==> config.mk <==
export PLATFORM = sky130hd
export DESIGN_NAME = dff_sr_pipe
export DESIGN_NICKNAME = d
export VERILOG_FILES = /design/src/rtl/dff_sr_pkg.sv /design/src/rtl/dff_sr_stage.sv /design/src/rtl/dff_sr_pipe.sv
export SDC_FILE = /design/constraint.sdc
export NUM_CORES = 1
export LEC_CHECK = 0
export BUFFER_PORTS_ARGS = -buffer_cell sky130_fd_sc_hd__buf_2
export CORE_UTILIZATION = 38
export DETAILED_ROUTE_END_ITERATION = 6
export GPL_ROUTABILITY_DRIVEN = 0
export GPL_TIMING_DRIVEN = 0
export PLACE_DENSITY = 0.65
export SLEW_MARGIN = 25
export SYNTH_ARGS = -nofsm -noshare
export SYNTH_HDL_FRONTEND = slang
export SYNTH_SLANG_ARGS = --single-unit
==> constraint.sdc <==
create_clock -name clk -period 1.9 [get_ports clk]
set_clock_uncertainty 0.15 [all_clocks]
set_input_delay 0.285 -clock clk [delete_from_list [all_inputs] [get_ports clk]]
set_output_delay 0.285 -clock clk [all_outputs]
set_load 0.01 [all_outputs]
==> src/rtl/dff_sr_pkg.sv <==
// dff_sr_pkg: shared lane-resolve rule and sizing helpers for the set/reset flop bank pipeline
package dff_sr_pkg;

    function automatic logic resolve_lane(input logic d, input logic s, input logic r);
        return r ? 1'b0 : (s ? 1'b1 : d);
    endfunction

    function automatic int fill_w(input int depth);
        return (depth < 1) ? 1 : $clog2(depth + 1);
    endfunction

    function automatic logic [63:0] cnt_max(input int w);
        return (w >= 64) ? '1 : ((64'd1 << w) - 64'd1);
    endfunction

endpackage

==> src/rtl/dff_sr_stage.sv <==
// dff_sr_stage: WIDTH-bit enabled register, asynchronously cleared by active-low reset
module dff_sr_stage #(
    parameter int WIDTH = 8
) (
    input  logic             clk,
    input  logic             rst_n,
    input  logic             en,
    input  logic [WIDTH-1:0] d,
    output logic [WIDTH-1:0] q
);
    always_ff @(posedge clk or negedge rst_n)
        if (!rst_n)
            q <= '0;
        else if (en)
            q <= d;
endmodule

==> src/rtl/dff_sr_pipe.sv <==
// dff_sr_pipe: WIDTH-lane set/reset flop bank with DEPTH-stage enabled pipeline and saturating conflict counter
// DFF_SR_PIPE_ERR_MASK_EN adds a sticky per-lane conflict record on port err_mask
module dff_sr_pipe
    import dff_sr_pkg::*;
#(
    parameter int WIDTH     = 8,
    parameter int DEPTH     = 2,
    parameter int ERR_CNT_W = 8
) (
    input  logic                 clk,
    input  logic                 rst_n,
    input  logic                 en,
    input  logic [WIDTH-1:0]     d,
    input  logic [WIDTH-1:0]     s,
    input  logic [WIDTH-1:0]     r,
    input  logic                 err_clr,
    output logic [WIDTH-1:0]     q,
    output logic                 q_vld,
    output logic                 err,
    output logic [ERR_CNT_W-1:0] err_cnt
`ifdef DFF_SR_PIPE_ERR_MASK_EN
    ,
    output logic [WIDTH-1:0]     err_mask
`endif
);
    localparam int FILL_W = fill_w(DEPTH);
    localparam logic [ERR_CNT_W-1:0] CNT_MAX = ERR_CNT_W'(cnt_max(ERR_CNT_W));

    logic [WIDTH-1:0]  res;
    logic [WIDTH-1:0]  conf_v;
    logic              conf;
    logic [WIDTH-1:0]  stage_in [DEPTH];
    logic [WIDTH-1:0]  stage_q  [DEPTH];
    logic [FILL_W-1:0] fill;

    always_comb begin
        res = '0;
        for (int i = 0; i < WIDTH; i++)
            res[i] = resolve_lane(d[i], s[i], r[i]);
    end

    assign conf_v = s & r;
    assign conf   = |conf_v;

    assign stage_in[0] = res;

    genvar k;
    generate
        for (k = 1; k < DEPTH; k++) begin : g_link
            assign stage_in[k] = stage_q[k-1];
        end
        for (k = 0; k < DEPTH; k++) begin : g_stage
            dff_sr_stage #(.WIDTH(WIDTH)) u_stage (
                .clk   (clk),
                .rst_n (rst_n),
                .en    (en),
                .d     (stage_in[k]),
                .q     (stage_q[k])
            );
        end
    endgenerate

    assign q     = stage_q[DEPTH-1];
    assign q_vld = (fill == FILL_W'(DEPTH));

    // fill counts enabled edges since reset and parks at DEPTH
    always_ff @(posedge clk or negedge rst_n)
        if (!rst_n)
            fill <= '0;
        else if (en && !q_vld)
            fill <= fill + 1'b1;

    always_ff @(posedge clk or negedge rst_n)
        if (!rst_n) begin
            err     <= 1'b0;
            err_cnt <= '0;
        end else begin
            err     <= en & conf;
            err_cnt <= err_clr ? '0 :
                       (en && conf && err_cnt != CNT_MAX) ? err_cnt + 1'b1 : err_cnt;
        end

`ifdef DFF_SR_PIPE_ERR_MASK_EN
    always_ff @(posedge clk or negedge rst_n)
        if (!rst_n)
            err_mask <= '0;
        else
            err_mask <= err_clr ? '0 : (en ? (err_mask | conf_v) : err_mask);
`endif
endmodule

==> summary.txt <==
Detailed routing
  – Initial DRT Pass Iterations: 4
  – Via count: around 1000
  – Initial DRC count: 50
  – Post-route DRC violation count: 0
  – Routed Wire Length: 2680 um
  – Remaining antenna violation count: 0
  – Vias per inst: between 5 and 6
  – WL per Instance: between 10 and 15 um

Synthesis
  – Top cell type's share of synthesized area: 0.520
  – Syn. warnings: 0
  – Synth Instances: 113
  – Top cells by area, synth: dfrtp_1 52%, mux2_2 16%, nor2_1 6.4%
  – Synth unique cells: 30
  – Synthesized flop and latch total: 27
  – Mapped Area: 1300 sq um
  – Syn Nets: 143
  – Cell taking the most area after synthesis: dfrtp_1
  – Synthesized area per cell: ~12 sq um
  – Seq/Total Area, Yosys: 0.520

Timing
  – Final Hold Violating Endpoints: 0
  – Worst-Margin Slew: 593 ps
  – Tmin final: between 1500 and 2000 ps
  – Setup ws final: roughly 73 ps
  – Fmax: 547 MHz
  – Relative slew margins: 0.605
  – WHS: 143 ps
  – Final Slew Violations: 0
  – Fin crit share: 0.961
  – Setup violators final: 0

Min path
  – Hold Crit Class: input pin to flip-flop

Floorplanning
  – Core Box Area: 3150 sq um
  – Die Y: 60.5 um
  – Die span in x: ~60 um
  – Row Count: 20
  – Area of the die: 3660 sq um
  – IO Pins: 46
  – Starting density of the core: 0.412

Worst setup path
  – Worst setup EP type: flip-flop
  – Startpoint Class: flip-flop
  – Crit path cell chain: ha_1 -> nand3_1 -> nor2_2 -> nor4_2 -> mux2_2
  – Critical setup path kind: flip-flop to flip-flop
  – Slowest CP cell: dfrtp_1
  – Maximum fanout along the worst path: 7
  – Worst EP required: 1980 ps
  – Slowest Stage Delay on Critical Path: 440 ps
  – Worst EP arrival: 1910 ps

Status
  – Outcome: complete, no violations

CTS
  – H-tree Lvls: 1
  – CTS tree: done
  – CTS clk-pin slew, worst paths: ~150 ps
  – CTS buffer count: 3
  – Clk buf depth: 2
  – Setup Fix Bufs, Post-CTS: 0
  – Worst-skew pair later-pin latency: 330 ps
  – Clk root buf: clkbuf_4
  – TritonCTS sink count: 27

Placement
  – Post-place setup slack: 20.5 ps
  – IO buf count: 45
  – DP HPWL: 2030 um

Layout
  – FF+latch area: ~680 sq um
  – Most frequent cells in the layout: 46 x buf_2, 27 x dfrtp_1, 21 x nor2_1, 19 x mux2_2, 4 x a22o_1
  – Fill cells: 311
  – Area growth, synth to finish: 26.2%
  – NumNets Final: 194
  – Commonest non-fill, non-tap cell in the layout: buf_2
  – Antenna Diode Count: 0
  – Layout cells sized above 1: 0.472
  – Combined area of the multi-input logic cells: approximately 630 sq um

Global routing
  – First-pass GRT wire length: 4580 um
  – Gr ovfl total: 0
  – Initial antenna violation count: 0
  – Vias in the first global route: 1034
  – Gr usage total: 0.167
  – Largest net degree at the start of global routing: 28

Power and ir drop
  – Max VDD drop: about 450 uV
  – Leakage: 0.778 nW
  – Pwr/cell area: 740 nW/um^2

Flow run
  – MaxCap Viol Count: 0
## what timing repair did
item,4_1_cts,5_1_grt
endpoints found under the hold margin,27,0
setup endpoints to repair,0,3
gates resized for setup,0,4
hold buffers,1,0
## logic make-up after synthesis
group | after synthesis | synth area share
AO/OA/AOI/OAI | 14 | 0.0818
XOR/XNOR | 1 | 0.00674
adder cells (fa/ha/maj) | 2 | 0.0192
buffers and inverters | 4 | 0.0125
flip-flops | 27 | 0.520
multiplexers | 20 | 0.172
AND/OR/NAND/NOR | 45 | 0.188
## routing by layer
layer  wire length [um]  global-route usage  vias to the layer above
met5                  0                   0                        -
met4                  0              0.0195                        0
met3                152              0.0469                        0
met2               1360               0.284                       34
met1               1160               0.220                      504
li1                   -                   -                      507
## critical path: cells and delay by family (launching register included)
family                   cells  cell delay (ps)
adder cells (fa/ha/maj)      1              260
AND/OR/NAND/NOR              3              510
flip-flops                   1              440
multiplexers                 1              360
## synthesized netlist by cell type
| cell type | number |
|---|---|
| a211oi_1 | 1 |
| a21boi_0 | 1 |
| a21oi_1 | 3 |
| a22o_1 | 4 |
| a311oi_2 | 1 |
| a31oi_1 | 1 |
| and2_4 | 1 |
| buf_1 | 1 |
| buf_2 | 1 |
| clkbuf_1 | 1 |
| dfrtp_1 | 27 |
| ha_1 | 2 |
| inv_1 | 1 |
| mux2_2 | 19 |
| mux2i_1 | 1 |
| nand2_1 | 3 |
| nand2b_1 | 3 |
| nand3_1 | 3 |
| nand4_1 | 2 |
| nor2_1 | 22 |
| nor2b_1 | 3 |
| nor3b_1 | 1 |
| nor4_1 | 2 |
| nor4_4 | 1 |
| nor4b_1 | 1 |
| o21ai_0 | 1 |
| o31ai_1 | 2 |
| or4_1 | 2 |
| or4_4 | 1 |
| xnor2_1 | 1 |
## registers in the layout (all words and copies together) (netlist names)
signal             count
fill                   2
err_cnt                8
err                    1
g_stage.u_stage.q     16
## power breakdown
| group | internal (W) | total [W] | switching [W] |
|---|---|---|---|
| logic | 0.000141 | 0.000271 | 0.000130 |
| registers | 0.000647 | 0.000689 | 0.0000418 |
| clock network | 0.0000805 | 0.000254 | 0.000174 |
| total | 0.000868 | 0.00121 | 0.000346 |
## area by class of cell
class                      instances  share of cell area
tap                               44              0.0336
clock inverter                     1             0.00458
clock buffer                       3              0.0137
multi-input combinational         82               0.383
buffer                             3             0.00763
sequential                        27               0.412
inverter                           1             0.00229
timing repair buffer              46               0.143
## worst paths after layout
path | from | endpoint | depth (start not counted) | slack, ps
max | err_cnt[0] | err_cnt[5] | 5 | 70
min | d[2] | g_stage[0].u_stage.q[2] | 4 | 140
max reg2reg | err_cnt[0] | err_cnt[5] | 5 | 70
min reg2reg | fill[0] | fill[0] | 1 | 340
max in group asynchronous | rst_n | g_stage[0].u_stage.q[7] | 2 | 890
min in group asynchronous | rst_n | g_stage[1].u_stage.q[5] | 2 | 320
## metrics by stage
stage | setup TNS [ps] | cell area [sq um] | power (W) | cells | utilization
after floorplan | 0 | 1300 | 0.000856 | 113 | -
after CTS | 0 | 1620 | 0.00123 | 207 | 0.514
after global placement | 0 | 1580 | 0.000958 | 202 | 0.501
after global routing | -17.8 | 1640 | 0.00130 | 207 | 0.520
final | 0 | 1640 | 0.00121 | 207 | 0.520
after detailed placement | 0 | 1580 | 0.000977 | 202 | 0.501
No activity file was read; power rests on OpenSTA's default activity.
